==> config.mk <==
export PLATFORM = sky130hd
export DESIGN_NAME = bitcount_tally_flat
export DESIGN_NICKNAME = d
export VERILOG_FILES = /design/src/rtl/tally_pkg.sv /design/src/rtl/bitcount_tally_if.sv /design/src/rtl/bitcount.sv /design/src/rtl/bitcount_tally.sv /design/src/flat_wrapper.sv
export SDC_FILE = /design/constraint.sdc
export NUM_CORES = 1
export LEC_CHECK = 0
export ABC_AREA = 1
export CAP_MARGIN = 20
export CORE_ASPECT_RATIO = 1.5
export CORE_MARGIN = 2
export CORE_UTILIZATION = 57
export CTS_CLUSTER_SIZE = 40
export DETAILED_ROUTE_END_ITERATION = 12
export PLACE_DENSITY = 0.87
export SYNTH_ARGS = -nofsm -noshare
export SYNTH_HDL_FRONTEND = slang
export SYNTH_HIERARCHICAL = 1
export SYNTH_SLANG_ARGS = --single-unit
==> constraint.sdc <==
create_clock -name clk_i -period 5.2 [get_ports clk_i]
set_input_delay 1.04 -clock clk_i [delete_from_list [all_inputs] [get_ports clk_i]]
set_output_delay 1.04 -clock clk_i [all_outputs]
set_load 0.1 [all_outputs]
==> src/rtl/tally_pkg.sv <==
`default_nettype none
// ============================================================================
// Package     : tally_pkg
// Description : Shared FSM state encoding and win threshold for the
//               bitcount_tally block and its bitcount stage.
// Revision    : 1.0 - initial release
// ============================================================================
package tally_pkg;

  // A word "wins" when its ones count is strictly greater than this value
  localparam int ONES_WIN_THRESHOLD = 8;

  typedef enum logic [1:0] {
    ST_IDLE  = 2'd0,
    ST_ACCUM = 2'd1,
    ST_DRAIN = 2'd2,
    ST_DONE  = 2'd3
  } tally_state_t;

endpackage : tally_pkg
`default_nettype wire

==> src/rtl/bitcount_tally_if.sv <==
`default_nettype none
// ============================================================================
// Interface   : bitcount_tally_if
// Description : Valid/ready word stream feeding the bitcount_tally block.
// Revision    : 1.0 - initial release
// ============================================================================
interface bitcount_tally_if #(
  parameter int D_WIDTH = 16
);
  logic [D_WIDTH-1:0] d_i;
  logic               d_valid_i;
  logic               d_ready_o;

  // Word producer
  modport master (
    output d_i,
    output d_valid_i,
    input  d_ready_o
  );

  // Word consumer (the tally block)
  modport slave (
    input  d_i,
    input  d_valid_i,
    output d_ready_o
  );
endinterface : bitcount_tally_if
`default_nettype wire

==> src/rtl/bitcount.sv <==
`default_nettype none
// ============================================================================
// Module      : bitcount
// Description : Combinational 16-bit population count; win_o is high when the
//               word holds more than ONES_WIN_THRESHOLD ones.
// Revision    : 1.0 - initial release
// ============================================================================
module bitcount
  import tally_pkg::*;
#(
  parameter int D_WIDTH = 16
) (
  input  wire logic [D_WIDTH-1:0] d_i,
  output logic                    win_o
);

  logic [15:0] w_pair;
  logic [15:0] w_nib;
  logic [3:0]  w_byte0;
  logic [3:0]  w_byte1;
  logic [4:0]  w_ones;

  // SWAR popcount: 2-bit sums, then 4-bit sums, then per-byte and total sums.
  // Nibble sums are at most 4, so each byte sum fits in 4 bits.
  always_comb begin
    w_pair  = d_i - ((d_i >> 1) & 16'h5555);
    w_nib   = (w_pair & 16'h3333) + ((w_pair >> 2) & 16'h3333);
    w_byte0 = w_nib[3:0]  + w_nib[7:4];
    w_byte1 = w_nib[11:8] + w_nib[15:12];
    w_ones  = {1'b0, w_byte0} + {1'b0, w_byte1};
    win_o   = (w_ones > 5'(ONES_WIN_THRESHOLD));
  end

endmodule : bitcount
`default_nettype wire

==> src/rtl/bitcount_tally.sv <==
`default_nettype none
// ============================================================================
// Module      : bitcount_tally
// Description : Accepts a burst of len_i words, registers each accepted word,
//               classifies it through bitcount one cycle later and counts the
//               winners. Reports win count and majority flag with a done pulse.
// Revision    : 1.0 - initial release
// ============================================================================
module bitcount_tally
  import tally_pkg::*;
#(
  parameter int D_WIDTH   = 16,
  parameter int CNT_WIDTH = 8
) (
  input  wire logic                 clk_i,
  input  wire logic                 reset_n_i,
  input  wire logic                 start_i,
  input  wire logic [CNT_WIDTH-1:0] len_i,
  bitcount_tally_if.slave           s_if,
  output logic                      busy_o,
  output logic                      done_o,
  output logic [CNT_WIDTH-1:0]      win_cnt_o,
  output logic                      majority_o
);

  tally_state_t         r_state;
  logic [CNT_WIDTH-1:0] r_len;
  logic [CNT_WIDTH-1:0] r_rem;
  logic [CNT_WIDTH-1:0] r_win_cnt;
  logic [D_WIDTH-1:0]   r_stage;
  logic                 r_stage_vld;
  logic                 r_ready;
  logic                 r_busy;
  logic                 r_done;
  logic                 w_win;
  logic                 w_majority;

  // Stage-2 classifier sees the registered word, one cycle after handshake
  bitcount #(
    .D_WIDTH (D_WIDTH)
  ) u_bitcount (
    .d_i   (r_stage),
    .win_o (w_win)
  );

  // Majority compare carried out one bit wider so 2*win never wraps
  always_comb begin
    w_majority = ({r_win_cnt, 1'b0} > {1'b0, r_len});
  end

  // Control FSM, stage register and win counter; outputs registered with state
  always_ff @(posedge clk_i or negedge reset_n_i) begin
    if (!reset_n_i) begin
      r_state     <= ST_IDLE;
      r_len       <= '0;
      r_rem       <= '0;
      r_win_cnt   <= '0;
      r_stage     <= '0;
      r_stage_vld <= 1'b0;
      r_ready     <= 1'b0;
      r_busy      <= 1'b0;
      r_done      <= 1'b0;
    end else begin
      r_done      <= 1'b0;
      r_stage_vld <= 1'b0;

      // Stage 2: count the word registered in the previous cycle
      if (r_stage_vld && w_win) begin
        r_win_cnt <= r_win_cnt + 1'b1;
      end

      case (r_state)
        ST_IDLE: begin
          if (start_i) begin
            r_len     <= len_i;
            r_rem     <= len_i;
            r_win_cnt <= '0;
            r_busy    <= 1'b1;
            if (len_i == '0) begin
              r_state <= ST_DONE;
              r_done  <= 1'b1;
            end else begin
              r_state <= ST_ACCUM;
              r_ready <= 1'b1;
            end
          end
        end

        ST_ACCUM: begin
          if (s_if.d_valid_i) begin
            r_stage     <= s_if.d_i;
            r_stage_vld <= 1'b1;
            r_rem       <= r_rem - 1'b1;
            if (r_rem == CNT_WIDTH'(1)) begin
              r_state <= ST_DRAIN;
              r_ready <= 1'b0;
            end
          end
        end

        // Last word is being counted this cycle; results final next cycle
        ST_DRAIN: begin
          r_state <= ST_DONE;
          r_done  <= 1'b1;
        end

        ST_DONE: begin
          r_state <= ST_IDLE;
          r_busy  <= 1'b0;
        end

        default: begin
          r_state <= ST_IDLE;
          r_ready <= 1'b0;
          r_busy  <= 1'b0;
        end
      endcase
    end
  end

  assign s_if.d_ready_o = r_ready;
  assign busy_o         = r_busy;
  assign done_o         = r_done;
  assign win_cnt_o      = r_win_cnt;
  assign majority_o     = w_majority;

endmodule : bitcount_tally
`default_nettype wire

==> src/flat_wrapper.sv <==
// flat-port wrapper written by rule: the top's interface ports become plain ports
module bitcount_tally_flat import tally_pkg::*;
#(
  parameter int D_WIDTH   = 16,
  parameter int CNT_WIDTH = 8
)
  (clk_i, reset_n_i, start_i, len_i, busy_o, done_o, win_cnt_o, majority_o, s_if_d_i, s_if_d_valid_i, s_if_d_ready_o);
  bitcount_tally_if #(.D_WIDTH(D_WIDTH)) s_if_i ();
  input  wire logic clk_i;
  input  wire logic reset_n_i;
  input  wire logic start_i;
  input  wire logic [CNT_WIDTH-1:0] len_i;
  output logic busy_o;
  output logic done_o;
  output logic [CNT_WIDTH-1:0] win_cnt_o;
  output logic majority_o;
  input wire logic [$bits(s_if_i.d_i)-1:0] s_if_d_i;
  input wire logic [$bits(s_if_i.d_valid_i)-1:0] s_if_d_valid_i;
  output wire logic [$bits(s_if_i.d_ready_o)-1:0] s_if_d_ready_o;
  assign s_if_i.d_i = s_if_d_i;
  assign s_if_i.d_valid_i = s_if_d_valid_i;
  assign s_if_d_ready_o = s_if_i.d_ready_o;
  bitcount_tally #(.D_WIDTH(D_WIDTH), .CNT_WIDTH(CNT_WIDTH)) u_core (.clk_i(clk_i), .reset_n_i(reset_n_i), .start_i(start_i), .len_i(len_i), .s_if(s_if_i), .busy_o(busy_o), .done_o(done_o), .win_cnt_o(win_cnt_o), .majority_o(majority_o));
endmodule
# Yosys cells after proc, flatten, opt, wreduce, memory -nomap -nowiden
# Index checks and enable logic that the tools add are counted.
# word_totals
input_bits	28
out_inout_bits	12
regBits	46
wordCells	60
# classes
muxes	23
n_eq_ne	8
n_reduce_logical	11
add_sub_neg	7
magnitude_cmp	2
# ops
operator	n
8-bit 2-to-1 mux	5
8-bit one-hot mux with 2 select lines	1
16-bit by 15-bit subtractor with 16-bit output	1
14-bit by 14-bit adder with 15-bit output	1
9-bit by 8-bit greater-than comparator with 1-bit output	1
1-bit 2-to-1 mux	9
4-bit adder	2
8-bit by 1-bit adder with 8-bit output, second input constant	1
8-bit by 1-bit equality test with 1-bit output, second input constant	1
8-bit zero test	1
2-bit 2-to-1 mux	4
2-bit one-hot mux with 4 select lines	1
8-bit by 1-bit subtractor with 8-bit output, second input constant	1
2-bit inequality test, second input constant	3
1-bit one-hot mux with 2 select lines	3
2-bit AND reduction	3
3-bit AND reduction	2
4-bit by 4-bit adder with 5-bit output	1
5-bit by 4-bit greater-than comparator with 1-bit output, second input constant	1
5-bit AND reduction	1
2-bit equality test, second input constant	2
2-bit nonzero test	2
2-bit by 1-bit equality test with 1-bit output, second input constant	1
2-bit zero test	1
other kinds (2)	2

# Depth between registers and ports, before layout
# Gate-level depths: netlist of the first run.
# logic_depth
word_depth	9
ltp_mapped	28
mapped_depth_nobuf	28

# Cells and area by module
# The synthesis of the first run kept the hierarchy.
# modules_own_cells
mod	cells_per_inst	instances	seq_area_each_um2	area_each_um2
bitcount_tally	298	1	1151.1	2379.8
bitcount	192	1	0.0	1243.7

# Worst setup path before layout of the first run
# Ideal clock, no wire load.
# synth_timing
path_type	flip-flop to flip-flop
from	register u_core.r_stage[5]
to	register u_core.r_win_cnt[6] (netlist: u_core/win_cnt_o[6])
period_less_slack_ns	4.090
setup_time_ns	0.124
arrival_time_ns	3.966
setup_slack_ns	1.110
stages_incl_launch_ff	24
n_path_buf	0
required_ns	5.076
path_cell_list	dfrtp_1 -> inv_1 -> ha_1 -> nor2_1 -> nand3b_1 -> nand3_1 -> nand3_1 -> nand3_1 -> nand2_1 -> fa_1 -> inv_1 -> fa_1 -> fa_1 -> xor2_1 -> nand3b_1 -> nand2_1 -> o21ai_0 -> nand2_1 -> inv_1 -> nand2_1 -> nor2_1 -> nand2_1 -> o21ai_0 -> a21oi_1
# synth_between
elab_chain_len	9
word_cells_on_any_way	10
classes_between	add/sub: 5; order compare: 1; mux: 3; reduce/logical: 1
# synth_lines
element	line_no	text
from (decl)	bitcount_tally.sv:30	logic [D_WIDTH-1:0] r_stage;
from (signal assigned)	bitcount_tally.sv:91	r_stage <= s_if.d_i;
16-bit by 15-bit subtractor with 16-bit output (*)	bitcount.sv:26	w_pair = d_i - ((d_i >> 1) & 16'h5555);
14-bit by 14-bit adder with 15-bit output (*)	bitcount.sv:27	w_nib = (w_pair & 16'h3333) + ((w_pair >> 2) & 16'h3333);
4-bit adder, on equally long branches	bitcount.sv:28, bitcount.sv:29	
4-bit by 4-bit adder with 5-bit output (*)	bitcount.sv:30	w_ones = {1'b0, w_byte0} + {1'b0, w_byte1};
5-bit by 4-bit greater-than comparator with 1-bit output (*)	bitcount.sv:31	win_o = (w_ones > 5'(ONES_WIN_THRESHOLD));
via u_core.w_win	bitcount_tally.sv:35	logic w_win;
1-bit logical AND (*)	bitcount_tally.sv:68	if (r_stage_vld && w_win) begin
8-bit 2-to-1 mux (*)	bitcount_tally.sv:68	
8-bit 2-to-1 mux	bitcount_tally.sv:74	if (start_i) begin
8-bit 2-to-1 mux (*)	bitcount_tally.sv:72	case (r_state)
to (signal assigned)	bitcount_tally.sv:69	r_win_cnt <= r_win_cnt + 1'b1;
to (decl)	bitcount_tally.sv:29	logic [CNT_WIDTH-1:0] r_win_cnt;
# The timed path passes the listed nets; every way through them passes the cells marked *.
# A chain may end at the register's enable or synchronous reset.

# Worst setup path in the final report of the first run
# Same ends and word-level chain as after synthesis.

==> flow_summary_export.csv, run 1 <==
group,metric,value,unit
drt,postRouteAntennaNets,0,
drt,wl,8.088,mm
finish,fillCellCount,524,
timing,fin_skew,0.01249,ns
place,postPlaceCellArea,4066,sq um
critical_path,crit_required,5.39,ns
finish,drive_gt1_share,6.968,%
critical_path,cp-end-kind,"register",
global_routing,grt_pass1_wl,14.35,mm
timing,hold_viol,0,
timing,slew_headroom,35.04,%
critical_path,timing.rr.start,"u_core/r_stage[5]",
critical_path,reg2reg_depth,25,
yosys,synth_cell_types,32,
critical_path,r2r_setup_slack,0.53,ns
yosys,synth.avg_cell_area,7.395,sq um
clock_tree,cts_inserted_buffers,5,
critical_path,crit_path_start_kind,"register",
clock_tree,clk_pin_slew,0.09,ns
place,dp_hpwl,6.296,mm
place,gp_congestion,0.9142,
finish,nets,610,
timing,fmax,214.0,MHz
finish,final_area,4164,sq um
critical_path,r2r-end,"u_core/win_cnt_o[6]",
timing,period_share,89.84,%
die,pin_count,40,
clock_tree,numClockSinks,46,
die,row_count,35,
global_routing,grt_pass1_vias,3336,
clock_tree,cts_buffer_depth,2,
min_path,hp-start,"u_core/s_if.d_ready_o",
clock_tree,hold_buffers,0,
drt,drc_errors,0,
timing,tightestPinTransition,0.9714,ns
global_routing,grt_usage,25.03,%
status,status,"completed",
die,core-area,6131,sq um
yosys,netlist_instances,490,
timing,tns,0,ns
clock_tree,cts-root-buf,"clkbuf_8",
drt,vias,3221,
min_path,hold_path_depth,2,
die,start_util,59.10,%
critical_path,crit_path_max_fanout,4,
clock_tree,post_cts.repair.setup_buffers,0,
timing,rsz0062_at_grt,"false",
yosys,synth_edf_count,0,
min_path,hp-class,"reg -> reg",
yosys,synth_top_area_share,31.77,%
place,portBuffers,39,
yosys,synthTopCellsByCount,"nand2_1, inv_1, dfrtp_1",
drt,wl_per_cell,13.37,um
critical_path,cp.arrival,4.86,ns
yosys,synthArstFlopShare,100.0,%
finish,antennaDiodeCount,0,
timing,period_needed,4.672,ns
timing,finalSetupViolCount,0,
yosys,synth_flop_cell,"dfrtp_1",
finish,fin_util,67.92,%
timing,maxSlewViolCount,0,
global_routing,grt_max_degree,47,
yosys,syn_area,3623,sq um
min_path,holdPathEnd,"u_core/s_if.d_ready_o",
yosys,yosys_warnings,6,
die,fp.dieW,69.10,um
drt,first_pass_iters,4,
yosys,yosysTopAreaCell,"dfrtp_1",
clock_tree,cts_max_level,2,
finish,area_growth,14.92,%
drt,drt-initial-drc-count,191,
run,max-cap-violations,0,
place,dpl_worst_slack,0.6286,ns
yosys,synth_area_leaders,"dfrtp_1, ha_1, nand2_1, inv_1, o21ai_0",
yosys,synth.most_common_cell,"nand2_1",
drt,via_per_inst,5.324,
global_routing,antenna_found_initial,0,
yosys,yosysSeqAreaShare,31.77,%
global_routing,grt_overflow,0,
critical_path,crit_type,"reg -> reg",
clock_tree,tritoncts,"yes",
die,die_area,7024,sq um
yosys,ys_ff_latch,46,
die,dieHeight,101.7,um
yosys,synth_nets,569,
timing,fin_ws,0.5281,ns
clock_tree,clk_latency,0.30,ns
-- worst max-delay path by stage --
stage,start,to,slack [ns],cells after the start
final,u_core/r_stage[5],u_core/win_cnt_o[6],0.53,25
after global routing,u_core/r_stage[5],u_core/win_cnt_o[6],0.01,25
after CTS,u_core/r_stage[13],u_core/win_cnt_o[6],0.53,27
after detailed placement,u_core/r_stage[13],u_core/win_cnt_o[6],0.63,28
after global placement,u_core/r_stage[5],u_core/win_cnt_o[6],0.82,23
after floorplan,u_core/r_stage[5],u_core/win_cnt_o[6],1.11,23
-- cell usage in the layout (no fill, tap or decap) --
cell	count
nand2_1	141
inv_1	82
dfrtp_1	45
ha_1	44
clkdlybuf4s50_1	38
nor2_1	35
o21ai_0	30
a21oi_1	22
nand3_1	16
xor2_1	10
nor3_1	7
nand2_2	7
fa_1	7
clkbuf_8	5
nand4_1	5
inv_2	5
nor2_2	4
nor2_4	3
o21ai_2	3
a21oi_2	3
clkbuf_1	2
o21ai_1	2
nand3b_1	2
buf_2	1
a21o_1	1
nor4_1	1
nand2_4	1
inv_6	1
o211ai_2	1
buf_12	1
dfrtp_2	1
xnor2_1	1
a31oi_1	1
o211ai_1	1
and2_1	1
nand3_2	1
-- routing by layer --
layer / vias up / global-route usage [%] / part of all wire (%)
met5: - / 0 / 0
met4: 0 / 12.22 / 3.8
met3: 26 / 3.284 / 2.8
met2: 80 / 48.59 / 55
met1: 1516 / 26.37 / 38
li1: 1599 / - / -
-- worst max-delay path, cell delays in order, from the launching register on --
cell and delay (ns):
dfrtp_1 0.41, inv_1 0.11, ha_1 0.33, nor2_1 0.17, nand3b_1 0.10, nand3_1 0.16, nand3_1 0.11, nand3_1 0.09
nand2_1 0.08, fa_1 0.57, inv_1 0.07, fa_1 0.59, inv_1 0.06, ha_1 0.26, a21oi_1 0.12, o21ai_1 0.10
nand2_1 0.08, nand2_1 0.06, o21ai_0 0.20, nand2_1 0.13, inv_1 0.11, nand2_1 0.10, nor2_1 0.18, nand2_1 0.10
o21ai_0 0.18, a21oi_1 0.07
-- repair_timing --
item,4_1_cts,5_1_grt
endpoints found under the setup margin,0,2
resized for setup,0,2
endpoints found under the hold margin,0,0
-- per-stage QoR --
step | hold WS (ns) | cells
finish | 0.4889 | 605
global route | 0.5236 | 605
CTS | 0.4917 | 604
detailed placement | 0.4681 | 597
global placement | 0.4604 | 597
floorplan | 0.4492 | 490
-- area by class of cell --
type / instances / area [sq um] / area share [%]
sequential: 46 / 1152 / 27.67
clock buffer: 7 / 76.32 / 1.833
timing repair buffer: 40 / 405.4 / 9.736
tap: 74 / 92.59 / 2.224
inverter: 88 / 335.3 / 8.053
multi-input combinational: 350 / 2102 / 50.48
-- state kept, by name, summed over array words and instances, names as in the netlist --
| register | flops |
|---|---|
| u_core/r_stage | 16 |
| u_core/win_cnt_o | 8 |
| u_core/s_if.d_ready_o | 1 |
| u_core/r_state | 2 |
| u_core/r_rem | 8 |
| u_core/r_len | 8 |
| u_core/r_stage_vld | 1 |
| u_core/busy_o | 1 |
| u_core/done_o | 1 |
-- cell families after synthesis --
group | share of synthesized area (%)
compound gates | 9.842
xor+xnor | 2.659
fa+ha+maj | 19.06
buf+inv | 10.22
flops | 31.77
simple gates | 26.45
Power of run 1 is not shown: default switching activity piles up to over one toggle a cycle in this logic, so the estimate is an artifact.
==> run 2: changes to the inputs <==
--- a/config.mk
+++ b/config.mk
@@ -12,6 +12,7 @@
 export CORE_UTILIZATION = 57
 export CTS_CLUSTER_SIZE = 40
 export DETAILED_ROUTE_END_ITERATION = 12
+export GPL_TIMING_DRIVEN = 0
 export PLACE_DENSITY = 0.87
 export SYNTH_ARGS = -nofsm -noshare
 export SYNTH_HDL_FRONTEND = slang
==> run 2 against run 1 <==
Effect of this change: worst hold slack worse by 0.014 ns; register-to-register slack gained 0.06 ns; design area rose by 1.7%; final cell count up 0.99%; first-iteration DRC count down 12%; worst setup slack improved by 0.058 ns; sequential cell count did not move; count of clock-buffer cells in the layout is 1 lower; critical path depth unchanged; fmax is 1.3% higher; global-route usage is 2.3 points lower.
==> flow_summary_export.csv, run 2 (same netlist as run 1, synthesis figures left out) <==
group,metric,value,unit
critical_path,cp-end-kind,"register",
clock_tree,ctsResizeCount,0,
finish,final_cell_mix,"nand2_1, inv_1, dfrtp_1, ha_1, clkdlybuf4s50_1",
drt,first_pass_iters,5,
drt,via_per_inst,5.275,
critical_path,crit_type,"reg -> reg",
drt,postRouteAntennaNets,0,
clock_tree,cts_inserted_buffers,5,
place,gp_congestion,0.8656,
die,fp.dieW,69.10,um
die,die_area,7024,sq um
timing,slew_headroom,35.09,%
global_routing,grt_overflow,0,
clock_tree,cts_buffer_depth,2,
critical_path,reg2reg_depth,25,
place,dp_hpwl,6.210,mm
die,dieHeight,101.7,um
drt,drt-initial-drc-count,168,
critical_path,r2r_setup_slack,0.59,ns
drt,vias,3223,
clock_tree,clk_latency,0.29,ns
global_routing,grt_usage,22.74,%
drt,wl_per_cell,12.16,um
min_path,hp-start,"u_core/s_if.d_ready_o",
timing,period_needed,4.613,ns
clock_tree,tritoncts,"yes",
critical_path,r2r-end,"u_core/win_cnt_o[6]",
finish,antennaDiodeCount,0,
critical_path,crit_path_start_kind,"register",
clock_tree,hold_buffers,0,
drt,drc_errors,0,
timing,tightestPinTransition,0.9707,ns
timing,fin_skew,0.006152,ns
die,row_count,35,
place,portBuffers,39,
clock_tree,numClockSinks,46,
die,start_util,59.10,%
status,status,"completed",
die,core-area,6131,sq um
finish,final_common_cell,"nand2_1",
timing,rsz0062_at_grt,"false",
min_path,holdPathEnd,"u_core/s_if.d_ready_o",
critical_path,crit_required,5.39,ns
clock_tree,cts-root-buf,"clkbuf_8",
finish,regMostFlops,"u_core/r_stage",
timing,hold_viol,0,
global_routing,grt_pass1_wl,13.06,mm
min_path,hold_path_depth,2,
global_routing,grt_max_degree,34,
critical_path,crit_path_max_fanout,4,
finish,nets,616,
run,max-cap-violations,0,
finish,drive_gt1_share,8.194,%
global_routing,antenna_found_initial,0,
critical_path,timing.rr.start,"u_core/r_stage[5]",
timing,tns,0,ns
clock_tree,clk_pin_slew,0.08,ns
clock_tree,cts_max_level,2,
finish,area_growth,16.85,%
global_routing,grt_pass1_vias,3241,
critical_path,cp.arrival,4.80,ns
clock_tree,post_cts.repair.setup_buffers,0,
timing,period_share,88.72,%
timing,finalSetupViolCount,0,
finish,largest_reg_flops,16,
min_path,hp-class,"reg -> reg",
timing,maxSlewViolCount,0,
drt,wl,7.427,mm
die,pin_count,40,
timing,fmax,216.8,MHz
-- run 2: critical path: stages, from the launching register on --
cell      delay (ns)
dfrtp_1         0.41
inv_1           0.11
ha_1            0.33
nor2_1          0.18
nand3b_1        0.10
nand3_1         0.16
nand3_1         0.11
nand3_1         0.08
nand2_1         0.07
fa_1            0.57
inv_1           0.07
fa_1            0.59
inv_1           0.06
ha_1            0.27
a21oi_1         0.12
o21ai_0         0.12
nand2_1         0.08
nand2_1         0.04
o21ai_0         0.19
nand2_1         0.15
inv_1           0.12
nand2_1         0.09
nor2_1          0.20
nand2_1         0.10
o21ai_0         0.15
a21oi_1         0.05
-- run 2: stage by stage --
stage	hold WS [ns]	instances	setup WS, ns	cell area [sq um]	utilization, %
final	0.4751	611	0.5865	4234	69.06
after global routing	0.5278	611	0.04787	4234	69.06
after CTS	0.4814	611	0.5709	4234	69.06
after detailed placement	0.4609	604	0.5699	4121	67.22
after global placement	0.4609	603	0.7096	4106	66.98
after floorplan	0.4492	490	1.110	3623	-
-- run 2: worst max-delay path by stage --
stage / start / slack, ns / end / depth (start not counted)
final: u_core/r_stage[5] / 0.59 / u_core/win_cnt_o[6] / 25
after detailed placement: u_core/r_stage[5] / 0.57 / u_core/win_cnt_o[6] / 25
after global placement: u_core/r_stage[5] / 0.71 / u_core/win_cnt_o[6] / 23
after CTS: u_core/r_stage[5] / 0.57 / u_core/win_cnt_o[6] / 25
after global routing: u_core/r_stage[5] / 0.05 / u_core/win_cnt_o[7] / 24
after floorplan: u_core/r_stage[5] / 1.11 / u_core/win_cnt_o[6] / 23
-- run 2: layer usage --
| layer | routed length, um | GRT usage (%) |
|---|---|---|
| met5 | 0 | 0 |
| met4 | 191 | 10.11 |
| met3 | 216 | 2.090 |
| met2 | 4244 | 46.97 |
| met1 | 2775 | 22.53 |
-- run 2: cell type report --
type                    instances  area, sq um
well taps                      74        92.59
multi-input cells             350         2102
inverters                      88        335.3
plain buffers                   6        35.03
clock buffers                   6        82.58
clock inverters                 1        30.03
repair buffers                 40        405.4
flip-flops and latches         46         1151
fillers                       516         1897
Power of run 2 is left out for the same reason.
==> run 3: changes to the inputs <==
--- a/config.mk
+++ b/config.mk
@@ -5,7 +5,6 @@
 export SDC_FILE = /design/constraint.sdc
 export NUM_CORES = 1
 export LEC_CHECK = 0
-export ABC_AREA = 1
 export CAP_MARGIN = 20
 export CORE_ASPECT_RATIO = 1.5
 export CORE_MARGIN = 2
==> constraint.sdc (replaced) <==
create_clock -name clk_i -period 4.7 [get_ports clk_i]
set_input_delay 0.94 -clock clk_i [delete_from_list [all_inputs] [get_ports clk_i]]
set_output_delay 0.94 -clock clk_i [all_outputs]
set_load 0.1 [all_outputs]
==> run 3 against run 2 <==
Effect of this change: the run now ends with setup timing left; non-clock buffer count increased by 20; utilization rose by 5.6 points; global-route usage increased by 3.5 points; via count down 6.5%; count of clock-buffer cells in the layout is 1 higher; sequential cell count stayed put; area after synthesis decreased by 4.8%; first-iteration DRC count shrank 29%; fmax decreased by 3.1%.
==> flow_summary_export.csv, run 3 <==
group,metric,value,unit
die,die_area,6703,sq um
clock_tree,hold_buffers,0,
place,postPlaceCellArea,3951,sq um
finish,final_common_cell,"dfrtp_1",
drt,wl,8.745,mm
global_routing,met3_usage,2.941,%
critical_path,crit_required,4.93,ns
finish,final_cell_mix,"dfrtp_1, ha_1, clkdlybuf4s50_1, inv_1, nand2_1",
critical_path,crit_chain,"inv_2 > ha_4 > or4_4 > a311oi_2 > a221oi_2 > o21ai_2 > xnor2_2 > fa_1 > inv_1 > fa_1 > inv_1 > ha_1 > a21o_1 > a21oi_2 > xor2_1 > o21ai_2 > nand3_2 > or3_4 > a21oi_2",
critical_path,cp.arrival,5.00,ns
critical_path,slowest_delay,0.55,ns
min_path,hold_path_depth,1,
finish,area_growth,26.08,%
drt,wl_per_cell,17.42,um
yosys,synthTopCellsByCount,"dfrtp_1, ha_1, inv_1",
yosys,yosysTopAreaCell,"dfrtp_1",
global_routing,grt_usage,26.26,%
timing,fin_ws,-0.06310,ns
critical_path,reg2reg_depth,19,
yosys,syn_area,3450,sq um
status,violations,"setup timing",
critical_path,crit_type,"reg -> reg",
timing,period_needed,4.763,ns
global_routing,antenna_found_initial,0,
timing,fin_skew,0.007873,ns
finish,final_area,4349,sq um
critical_path,cp-end-kind,"register",
critical_path,crit_buf_inv,3,
status,status,"complete, but fails checks",
yosys,synth_flop_cell,"dfrtp_1",
finish,largest_reg_flops,16,
finish,fillCellCount,372,
critical_path,critPathLaunch,"u_core/r_stage[9]",
die,core-area,5828,sq um
yosys,synth_edf_count,0,
timing,tightestPinTransition,0.9787,ns
finish,regMostFlops,"u_core/r_stage",
min_path,hp-class,"reg -> reg",
global_routing,use_met1,28.58,%
die,fp.dieW,67.52,um
timing,finalSetupViolCount,4,
clock_tree,clk_latency,0.30,ns
finish,nets,508,
run,max-cap-violations,0,
global_routing,top_usage_layer,"met2",
finish,drive_gt1_share,21.63,%
yosys,synth.avg_cell_area,9.477,sq um
drt,vias,3013,
timing,hold_viol,0,
timing,period_share,101.3,%
yosys,synth_cell_types,52,
finish,regArea,1152,sq um
timing,fmax,209.9,MHz
die,start_util,59.19,%
clock_tree,cts_buffer_depth,2,
drt,via_per_inst,6.002,
yosys,yosys_warnings,6,
critical_path,crit_path_start_kind,"register",
yosys,yosysSeqAreaShare,33.37,%
min_path,holdPathEnd,"u_core/r_stage[14]",
timing,rsz0062_at_grt,"true",
clock_tree,numClockSinks,46,
yosys,netlist_instances,364,
die,pin_count,40,
global_routing,grt_pass1_vias,3113,
global_routing,grt_max_degree,30,
critical_path,timing.rr.start,"u_core/r_stage[9]",
clock_tree,tritoncts,"yes",
place,dp_hpwl,6.033,mm
yosys,synth_area_leaders,"dfrtp_1, ha_1, mux2_2, inv_1, xnor2_1",
timing,maxSlewViolCount,0,
global_routing,grt_overflow,0,
place,gp_congestion,0.9000,
finish,antennaDiodeCount,0,
clock_tree,cts_inserted_buffers,5,
yosys,synthArstFlopShare,100.0,%
yosys,synth_nets,443,
global_routing,grt_pass1_wl,13.56,mm
yosys,synth_top_area_share,33.37,%
finish,multi_input_area,2270,sq um
critical_path,crit_path_max_fanout,4,
min_path,hp-start,"u_core/r_stage[14]",
yosys,ys_ff_latch,46,
critical_path,r2r_setup_slack,-0.06,ns
drt,drt-initial-drc-count,119,
critical_path,r2r-end,"u_core/win_cnt_o[3]",
place,portBuffers,39,
drt,drc_errors,0,
critical_path,slowest_stage,"fa_1",
die,dieHeight,99.28,um
yosys,synth.most_common_cell,"dfrtp_1",
critical_path,cpLargestDelayFamily,"adder cells",
timing,slew_headroom,34.55,%
die,row_count,34,
drt,first_pass_iters,6,
drt,postRouteAntennaNets,0,
global_routing,grt_use_met2,48.57,%
clock_tree,cts-root-buf,"clkbuf_8",
clock_tree,clk_pin_slew,0.09,ns
clock_tree,cts_max_level,2,
==> run 3: cell type report <==
cell class	count	share of cell area [%]
Multi-Input combinational cell	267	52.19
Sequential cell	46	26.50
Timing Repair Buffer	59	12.69
Inverter	43	3.711
Tap cell	72	2.071
Clock buffer	7	1.985
Buffer	7	0.7480
Clock inverter	1	0.1151
==> run 3: worst max-delay path by stage <==
stage | endpoint | slack, ns | depth (start not counted)
after floorplan | u_core/win_cnt_o[3] | 0.02 | 17
after global placement | u_core/win_cnt_o[7] | -0.33 | 18
after detailed placement | u_core/win_cnt_o[7] | -0.48 | 18
after CTS | u_core/win_cnt_o[7] | 0.003 | 20
after global routing | u_core/win_cnt_o[3] | -0.19 | 19
final | u_core/win_cnt_o[3] | -0.06 | 19
==> run 3: per-stage QoR <==
stage          hold slack (ns)  util (%)  cells  TNS [ns]  setup WS [ns]
2_1_floorplan           0.4471         -    364         0        0.02366
3_3_place_gp            0.4862     67.54    475    -1.233        -0.3279
3_5_place_dp            0.5103     67.80    476    -2.199        -0.4820
4_1_cts                 0.5291     71.30    491         0       0.002718
5_1_grt                 0.5372     74.62    502    -1.200        -0.1878
6_report                0.5164     74.62    502   -0.1405       -0.06310
==> run 3: repair_timing <==
item,4_1_cts,5_1_grt
buffers inserted,7,12
pin swaps,10,12
gates resized for setup,13,27
setup endpoints to repair,8,8
gates cloned,0,0
==> run 3: worst register-to-register path: stages, from the launching register on <==
cell and delay, ns:
dfrtp_1 0.41, inv_2 0.08, ha_4 0.21, or4_4 0.52
a311oi_2 0.26, a221oi_2 0.14, o21ai_2 0.18, xnor2_2 0.09
fa_1 0.53, inv_1 0.07, fa_1 0.55, inv_1 0.05
ha_1 0.29, a21o_1 0.18, a21oi_2 0.16, xor2_1 0.10
o21ai_2 0.17, nand3_2 0.17, or3_4 0.41, a21oi_2 0.13
==> run 3: metal layers <==
layer	wire, um	vias up
met5	0	-
met3	333	36
li1	-	1377
met1	3123	1480
met4	339	0
met2	4949	120
==> run 3: logic make-up after synthesis <==
kind of cell / count (synthesis) / synth area share [%]
AND/OR/NAND/NOR: 100 / 14.87
AO/OA/AOI/OAI: 74 / 14.07
buffers and inverters: 51 / 5.731
adder cells (fa/ha/maj): 51 / 20.02
flip-flops: 46 / 33.37
XOR/XNOR: 23 / 5.840
multiplexers: 19 / 6.094
Power of run 3 is left out for the same reason.
